File: src/rtl/uart_tx_engine.sv
// uart_tx_engine: runtime-configurable UART transmitter (start, 5..MAX data bits LSB first, optional parity, 1/2 stops).
module uart_tx_engine #(
  parameter int MAX_DATA_WIDTH = 9,
  parameter int PRESCALE_W     = 16
) (
  input  logic                      i_clk,
  input  logic                      i_resetn,
  input  logic [MAX_DATA_WIDTH-1:0] i_data,
  input  logic                      i_data_valid,
  output logic                      o_data_ready,
  input  logic [3:0]                i_data_len,
  input  logic                      i_par_en,
  input  logic                      i_par_odd,
  input  logic                      i_stop2,
  input  logic [PRESCALE_W-1:0]     i_prescale,
  output logic                      o_tx,
  output logic                      o_busy,
  output logic                      o_done
);
  typedef enum logic [2:0] {S_IDLE, S_START, S_DATA, S_PARITY, S_STOP} state_t;
  localparam logic [3:0] MAX_LEN = 4'(MAX_DATA_WIDTH);
  state_t                    state, state_n;
  logic [PRESCALE_W-1:0]     pcnt, pcnt_n, pre, pre_n;
  logic [3:0]                bcnt, bcnt_n, len, len_n;
  logic [MAX_DATA_WIDTH-1:0] sh, sh_n;
  logic                      par, par_n, par_en, par_en_n, stop2, stop2_n;
  logic                      tx_n, busy_n, done_n, last;
  assign o_data_ready = state == S_IDLE;
  assign last = pcnt == pre - 1'b1;
  always_ff @(posedge i_clk or negedge i_resetn) begin
    if (!i_resetn) begin
      state  <= S_IDLE;
      pcnt   <= '0;
      pre    <= '0;
      bcnt   <= '0;
      len    <= '0;
      sh     <= '0;
      par    <= 1'b0;
      par_en <= 1'b0;
      stop2  <= 1'b0;
      o_tx   <= 1'b1;
      o_busy <= 1'b0;
      o_done <= 1'b0;
    end else begin
      state  <= state_n;
      pcnt   <= pcnt_n;
      pre    <= pre_n;
      bcnt   <= bcnt_n;
      len    <= len_n;
      sh     <= sh_n;
      par    <= par_n;
      par_en <= par_en_n;
      stop2  <= stop2_n;
      o_tx   <= tx_n;
      o_busy <= busy_n;
      o_done <= done_n;
    end
  end
  always_comb begin
    state_n  = state;
    pcnt_n   = (state == S_IDLE || last) ? '0 : pcnt + 1'b1;
    pre_n    = pre;
    bcnt_n   = bcnt;
    len_n    = len;
    sh_n     = sh;
    par_n    = par;
    par_en_n = par_en;
    stop2_n  = stop2;
    tx_n     = o_tx;
    busy_n   = o_busy;
    done_n   = 1'b0;
    case (state)
      S_IDLE: if (i_data_valid) begin
        state_n  = S_START;
        pre_n    = (i_prescale == '0) ? {{(PRESCALE_W-1){1'b0}}, 1'b1} : i_prescale;
        len_n    = (i_data_len < 4'd5) ? 4'd5 : (i_data_len > MAX_LEN ? MAX_LEN : i_data_len);
        sh_n     = i_data;
        par_n    = i_par_odd;
        par_en_n = i_par_en;
        stop2_n  = i_stop2;
        bcnt_n   = '0;
        tx_n     = 1'b0;
        busy_n   = 1'b1;
      end
      S_START: if (last) begin
        state_n = S_DATA;
        tx_n    = sh[0];
      end
      S_DATA: if (last) begin
        par_n = par ^ sh[0];
        sh_n  = sh >> 1;
        if (bcnt == len - 4'd1) begin
          bcnt_n  = '0;
          state_n = par_en ? S_PARITY : S_STOP;
          tx_n    = par_en ? par_n : 1'b1;
        end else begin
          bcnt_n = bcnt + 4'd1;
          tx_n   = sh_n[0];
        end
      end
      S_PARITY: if (last) begin
        state_n = S_STOP;
        tx_n    = 1'b1;
      end
      S_STOP: if (last) begin
        if (stop2 && bcnt == '0) bcnt_n = 4'd1;
        else begin
          state_n = S_IDLE;
          busy_n  = 1'b0;
          done_n  = 1'b1;
        end
      end
      default: begin
        state_n = S_IDLE;
        tx_n    = 1'b1;
        busy_n  = 1'b0;
      end
    endcase
  end
endmodule

File: config.mk
export PLATFORM = sky130hd
export DESIGN_NAME = uart_tx_engine
export DESIGN_NICKNAME = d
export VERILOG_FILES = /design/src/rtl/uart_tx_engine.sv
export SDC_FILE = /design/constraint.sdc
export NUM_CORES = 1
export LEC_CHECK = 0
export ABC_CLOCK_PERIOD_IN_PS = 2900
export BUFFER_PORTS_ARGS = -buffer_cell sky130_fd_sc_hd__buf_2
export CELL_PAD_IN_SITES_DETAIL_PLACEMENT = 1
export CELL_PAD_IN_SITES_GLOBAL_PLACEMENT = 2
export CORE_MARGIN = 2
export CORE_UTILIZATION = 32
export DETAILED_ROUTE_END_ITERATION = 10
export GPL_TIMING_DRIVEN = 0
export PLACE_DENSITY = 0.83
export RECOVER_POWER = 50
export SETUP_SLACK_MARGIN = 0.3
export SLEW_MARGIN = 20
export SYNTH_ARGS = -nofsm -noshare
export SYNTH_HDL_FRONTEND = slang
export SYNTH_SLANG_ARGS = --single-unit
export TNS_END_PERCENT = 1
File: constraint.sdc
create_clock -name i_clk -period 2.9 [get_ports i_clk]
set_clock_uncertainty 0.15 [all_clocks]
set_input_delay 0.29 -clock i_clk [delete_from_list [all_inputs] [get_ports i_clk]]
set_output_delay 0.29 -clock i_clk [all_outputs]
set_load 0.05 [all_outputs]
After elaboration in Yosys (flattened, before gate mapping)
Cells that the tools add are included.
- register bits: 58
- word-level logic and storage cells: 88
- mux-type cells: 39
- reduce and logical (&&, ||, !) cells: 14
- bitwise operators: 3
- order comparisons: 2
- equality and inequality tests: 14
- $add $sub $neg: 4
- operator list (cell ; count):
    $mux 16 ; 2
    $mux 4 ; 7
    $mux 3 ; 8
    $mux 9 ; 2
    $pmux 9 s2 ; 1
    $add 16x1->16 const B ; 1
    $eq 16x16->1 ; 1
    $logic_not 16->1 ; 1
    $ne 2x2->1 const B ; 8
    $sub 16x1->16 const B ; 1
    $pmux 3 s5 ; 1
    $mux 1 ; 14
    $pmux 4 s3 ; 1
    $reduce_and 5->1 ; 2
    $reduce_and 7->1 ; 1
    $eq 3x2->1 const B ; 2
    $pmux 1 s5 ; 1
    $add 4x1->4 const B ; 1
    $eq 4x4->1 ; 1
    $gt 4x4->1 const B ; 1
    $logic_not 4->1 ; 1
    $lt 4x3->1 const B ; 1
    $reduce_and 4->1 ; 1
    $sub 4x1->4 const B ; 1
    14 further kinds ; 15

Logic depth before layout (Yosys ltp)
- word-level depth: 5
- depth in mapped cells: 12
- mapped depth without buffers: 10

Least setup slack after synthesis
Ideal clock, no wire load.
- kind: flip-flop to flip-flop
- from: reg pre[0]
- to: reg pcnt[9]
- path buffers: 2
- data required time: 2631 ps
- setup time: 119 ps
- slack: -301 ps
- stages on the path, launching flop included: 13
- arrival: 2932 ps
- path through: dfrtp_1 inv_1 ha_1 nor2b_1 and4b_1 or4_1 o211a_1 or4_4 nor4_4 or2_1 buf_6 buf_6 nor2_1
- cells in the longest elaborated chain, start to end: 4
- ends and longest elaborated chain (element ; RTL line ; RTL):
    start: declaration ; 23 ; logic [PRESCALE_W-1:0] pcnt, pcnt_n, pre, pre_n;
    start signal: assignment ; 47 ; pre <= pre_n;
    $sub 16x1->16 ; 29 ; assign last = pcnt == pre - 1'b1;
    $eq 16x16->1 ; 29 ;
    $logic_or 1x1->1 ; 61 ; pcnt_n = (state == S_IDLE || last) ? '0 : pcnt + 1'b1;
    $mux 16 ; 61 ;
    named net pcnt_n[9] ; 23 ;
    end signal: assignment ; 46 ; pcnt <= pcnt_n;
    end: declaration ; 23 ;
The timed path passes the listed nets, and every way through them passes these cells.
A chain may end at the register's enable or synchronous reset.

Final worst setup path
- from: reg pre[1]
- to: reg pcnt[0]
Same word-level chain as after synthesis.

==> impl_metrics.yaml <==
finish:
  layout_commonest_cell: "nand2_1"
  final_core_utilization: 0.417
  mostFrequentLayoutCells: "nand2_1, dfrtp_1, nor2_1, buf_2, xnor2_1"
  antennaDiodeCount: 0
  syn2layout_area_growth_pct: 25.9
  fin_nets: 507
  drive_gt1_frac: 0.212
power_and_ir_drop:
  pwr-share-clk: 0.264
  seq_power_share: 0.399
  power.density_mw_per_mm2: 735
  combPwrFrac: 0.337
  power.leakage_nw: 1.89
  ir_worst_vdd_v: 0.000344
  p_switching_w: 0.00114
  power.share.switching: 0.360
  p_int_w: 0.00203
  total_power_w: 0.00318
synthesis:
  synthSimpleGateAreaFrac: 0.297
  synth_cell_types: 52
  netlist.top_cell.by_area: "dfrtp_1"
  syn_area_per_cell_um2: 8.63
  synthAdderAreaFrac: 0.0182
  yosysWarnings: 0
  synth_top_area_frac: 0.415
  synth_mux_area_frac: 0.00875
  synth_area_leaders: "dfrtp_1, nand2_1, xnor2_1, nor2_1, xor2_1"
  synth_flop_cell: "dfrtp_1"
  syn_area_mm2: 0.00343
  synth_edf_count: 0
  synthXorXnorAreaFrac: 0.0969
  synthArstFlopShare: 1.00
  synth-compound-area-share: 0.121
  ys_seq_elements: 58
  synth_top_family_by_area: "simple AND/OR/NAND/NOR gates"
  ys_seq_area_frac: 0.423
  synth_cells: 398
  syn-num-nets: 438
timing:
  rsz0062_at_grt: "yes"
  fin_crit_sh: 1.09
  setup_viol: 33
  worstMarginPinSlew_ns: 1.50
  post-route-min-period_ns: 3.17
  relSlewSlack: 0.00105
  slew_violations: 0
  worst_slack_ns: -0.269
  max_freq_ghz: 0.316
  timing.final.hold_violations: 0
  fin_tns_setup_ns: -5.14
  whs_ns: 0.0109
cts:
  cts.sinks: 58
  cts_tree: "yes"
  clock_latency_ns: 0.34
  cts_root_buffer: "clkbuf_8"
  numCtsBuffers: 9
  clk_pin_slew_ns: 0.07
  clockBufferDepth: 2
  htree_levels: 3
flow_run:
  cap_violations: 1
drt:
  drtIter0Drc: 112
  drc: 0
  vias: 3123
  ant_nets: 0
  wl_um: 9560
  first_pass_iters: 4
  vias_per_cell: 5.14
  wl_per_cell_um: 15.7
worst_setup_path:
  critPathKind: "flop to flop"
  crit_path_end_kind: "flop"
  worstPathMaxFanout: 10
  critical_path.startpoint_type: "flop"
  worstPathRequired_ns: 2.98
  arrival_ns: 3.25
floorplanning:
  fp.dieArea_mm2: 0.0116
  fp.coreArea_mm2: 0.0104
  num_io_pins: 39
  die_y_um: 108
  die_width_um: 108
  start_util: 0.331
  rows: 37
status:
  violations: "capacitance limit, setup timing"
  status: "finished with violations"
global_routing:
  antenna_found_initial: 0
  grt_pass1_vias: 3184
  grt_overflow_total: 0
  track_usage: 0.174
  grt_first_pass_wirelength_um: 15600
  grt_max_degree: 59
placement:
  place_congestion: 0.819
  pre_cts_slack_ns: -0.786
  port_buffers: 38
  dpl.hpwl_um: 6710
min_path:
  hp-class: "input pin to flop"
## per-stage QoR
step	instance area [um^2]	cells
after floorplan	3440	398
after global placement	3800	572
after detailed placement	3800	572
after CTS	4190	603
after global routing	4320	608
final	4320	608
## worst paths after layout
| path | start | to | slack [ns] | cells past startpoint |
|---|---|---|---|---|
| max | pre[1] | pcnt[0] | -0.27 | 12 |
| min | i_stop2 | stop2 | 0.01 | 3 |
| max reg2reg | pre[1] | pcnt[0] | -0.27 | 12 |
| min reg2reg | stop2 | stop2 | 0.32 | 2 |
| max in group asynchronous | i_resetn | stop2 | 1.00 | 2 |
| min in group asynchronous | i_resetn | pcnt[0] | 0.70 | 2 |
## logic make-up after synthesis
group | after synthesis
xor+xnor | 38
fa+ha+maj | 5
simple gates | 204
compound gates | 65
flops | 58
buf+inv | 25
mux | 3
## flip-flops by register name, summed over array words and instances (netlist names)
signal	count
pre	16
pcnt	16
state	3
o_done	1
o_busy	1
par_en	1
len	4
stop2	1
bcnt	4
par	1
sh	9
o_tx	1
## worst max-delay path: stages, from the launching register on
cell	delay (ns)
dfrtp_1	0.37
inv_2	0.06
ha_4	0.17
nor2b_2	0.16
and4b_2	0.25
or4_4	0.42
o211a_1	0.18
or4_4	0.56
nor4_4	0.27
or2_1	0.15
buf_6	0.13
buf_8	0.13
nor2_1	0.05
## power by group through the flow
stage / Sequential [W] / Combinational (W) / Clock [W]
global route: 0.00131 / 0.00120 / 0.000897
CTS: 0.00126 / 0.000978 / 0.000868
global placement: 0.00126 / 0.000885 / 0
detailed placement: 0.00127 / 0.000919 / 0
floorplan: 0.00121 / 0.000726 / 0
finish: 0.00127 / 0.00107 / 0.000840
## synthesized netlist by cell type (2+ instances only)
cell type  number
a211o_1         2
a211oi_1        4
a21oi_1        19
a31oi_1         3
and2_1          2
and3_1          7
and4b_1         2
buf_2           2
buf_6           3
clkbuf_1       10
dfrtp_1        57
ha_1            5
inv_1          10
mux2i_1         3
nand2_1        74
nand2b_1        6
nand3_1        15
nand3b_1        5
nand4_1         3
nand4b_1        2
nor2_1         51
nor2b_1         4
nor3_1         10
nor3b_1         2
nor4_1          5
nor4_4          2
nor4b_1         3
o211ai_1        3
o21a_1         10
o21ai_0        11
o22ai_1         3
o31ai_1         2
or4_1           2
or4b_2          2
xnor2_1        22
xor2_1         16
## per-layer routing
layer  part of all wire  wire length [um]  vias up  global-route usage
met5                  0                 0        -                   0
met4              0.012               112        0              0.0513
met2               0.49              4670       48               0.284
met1               0.47              4450     1559               0.231
met3              0.034               322        8              0.0381
li1                   -                 -     1508                   -
## area by class of cell
class / count / area (um^2)
inverter: 10 / 37.5
fill: 1262 / 6050
clock buffer: 10 / 138
tap: 136 / 170
timing repair buffer: 58 / 370
buffer: 15 / 97.6
multi-input combinational: 315 / 1980
clock inverter: 6 / 80.1
sequential: 58 / 1450
## repair_timing
action / in CTS / in global routing
resized for setup: 10 / 23
buffers inserted: 6 / 5
cloned: 0 / 0
setup endpoints to repair: 38 / 39
pin swaps: 6 / 12
hold buffers: 9 / 0
endpoints found under the hold margin: 65 / 0
Note: power is estimated with default switching activity, not from simulation.
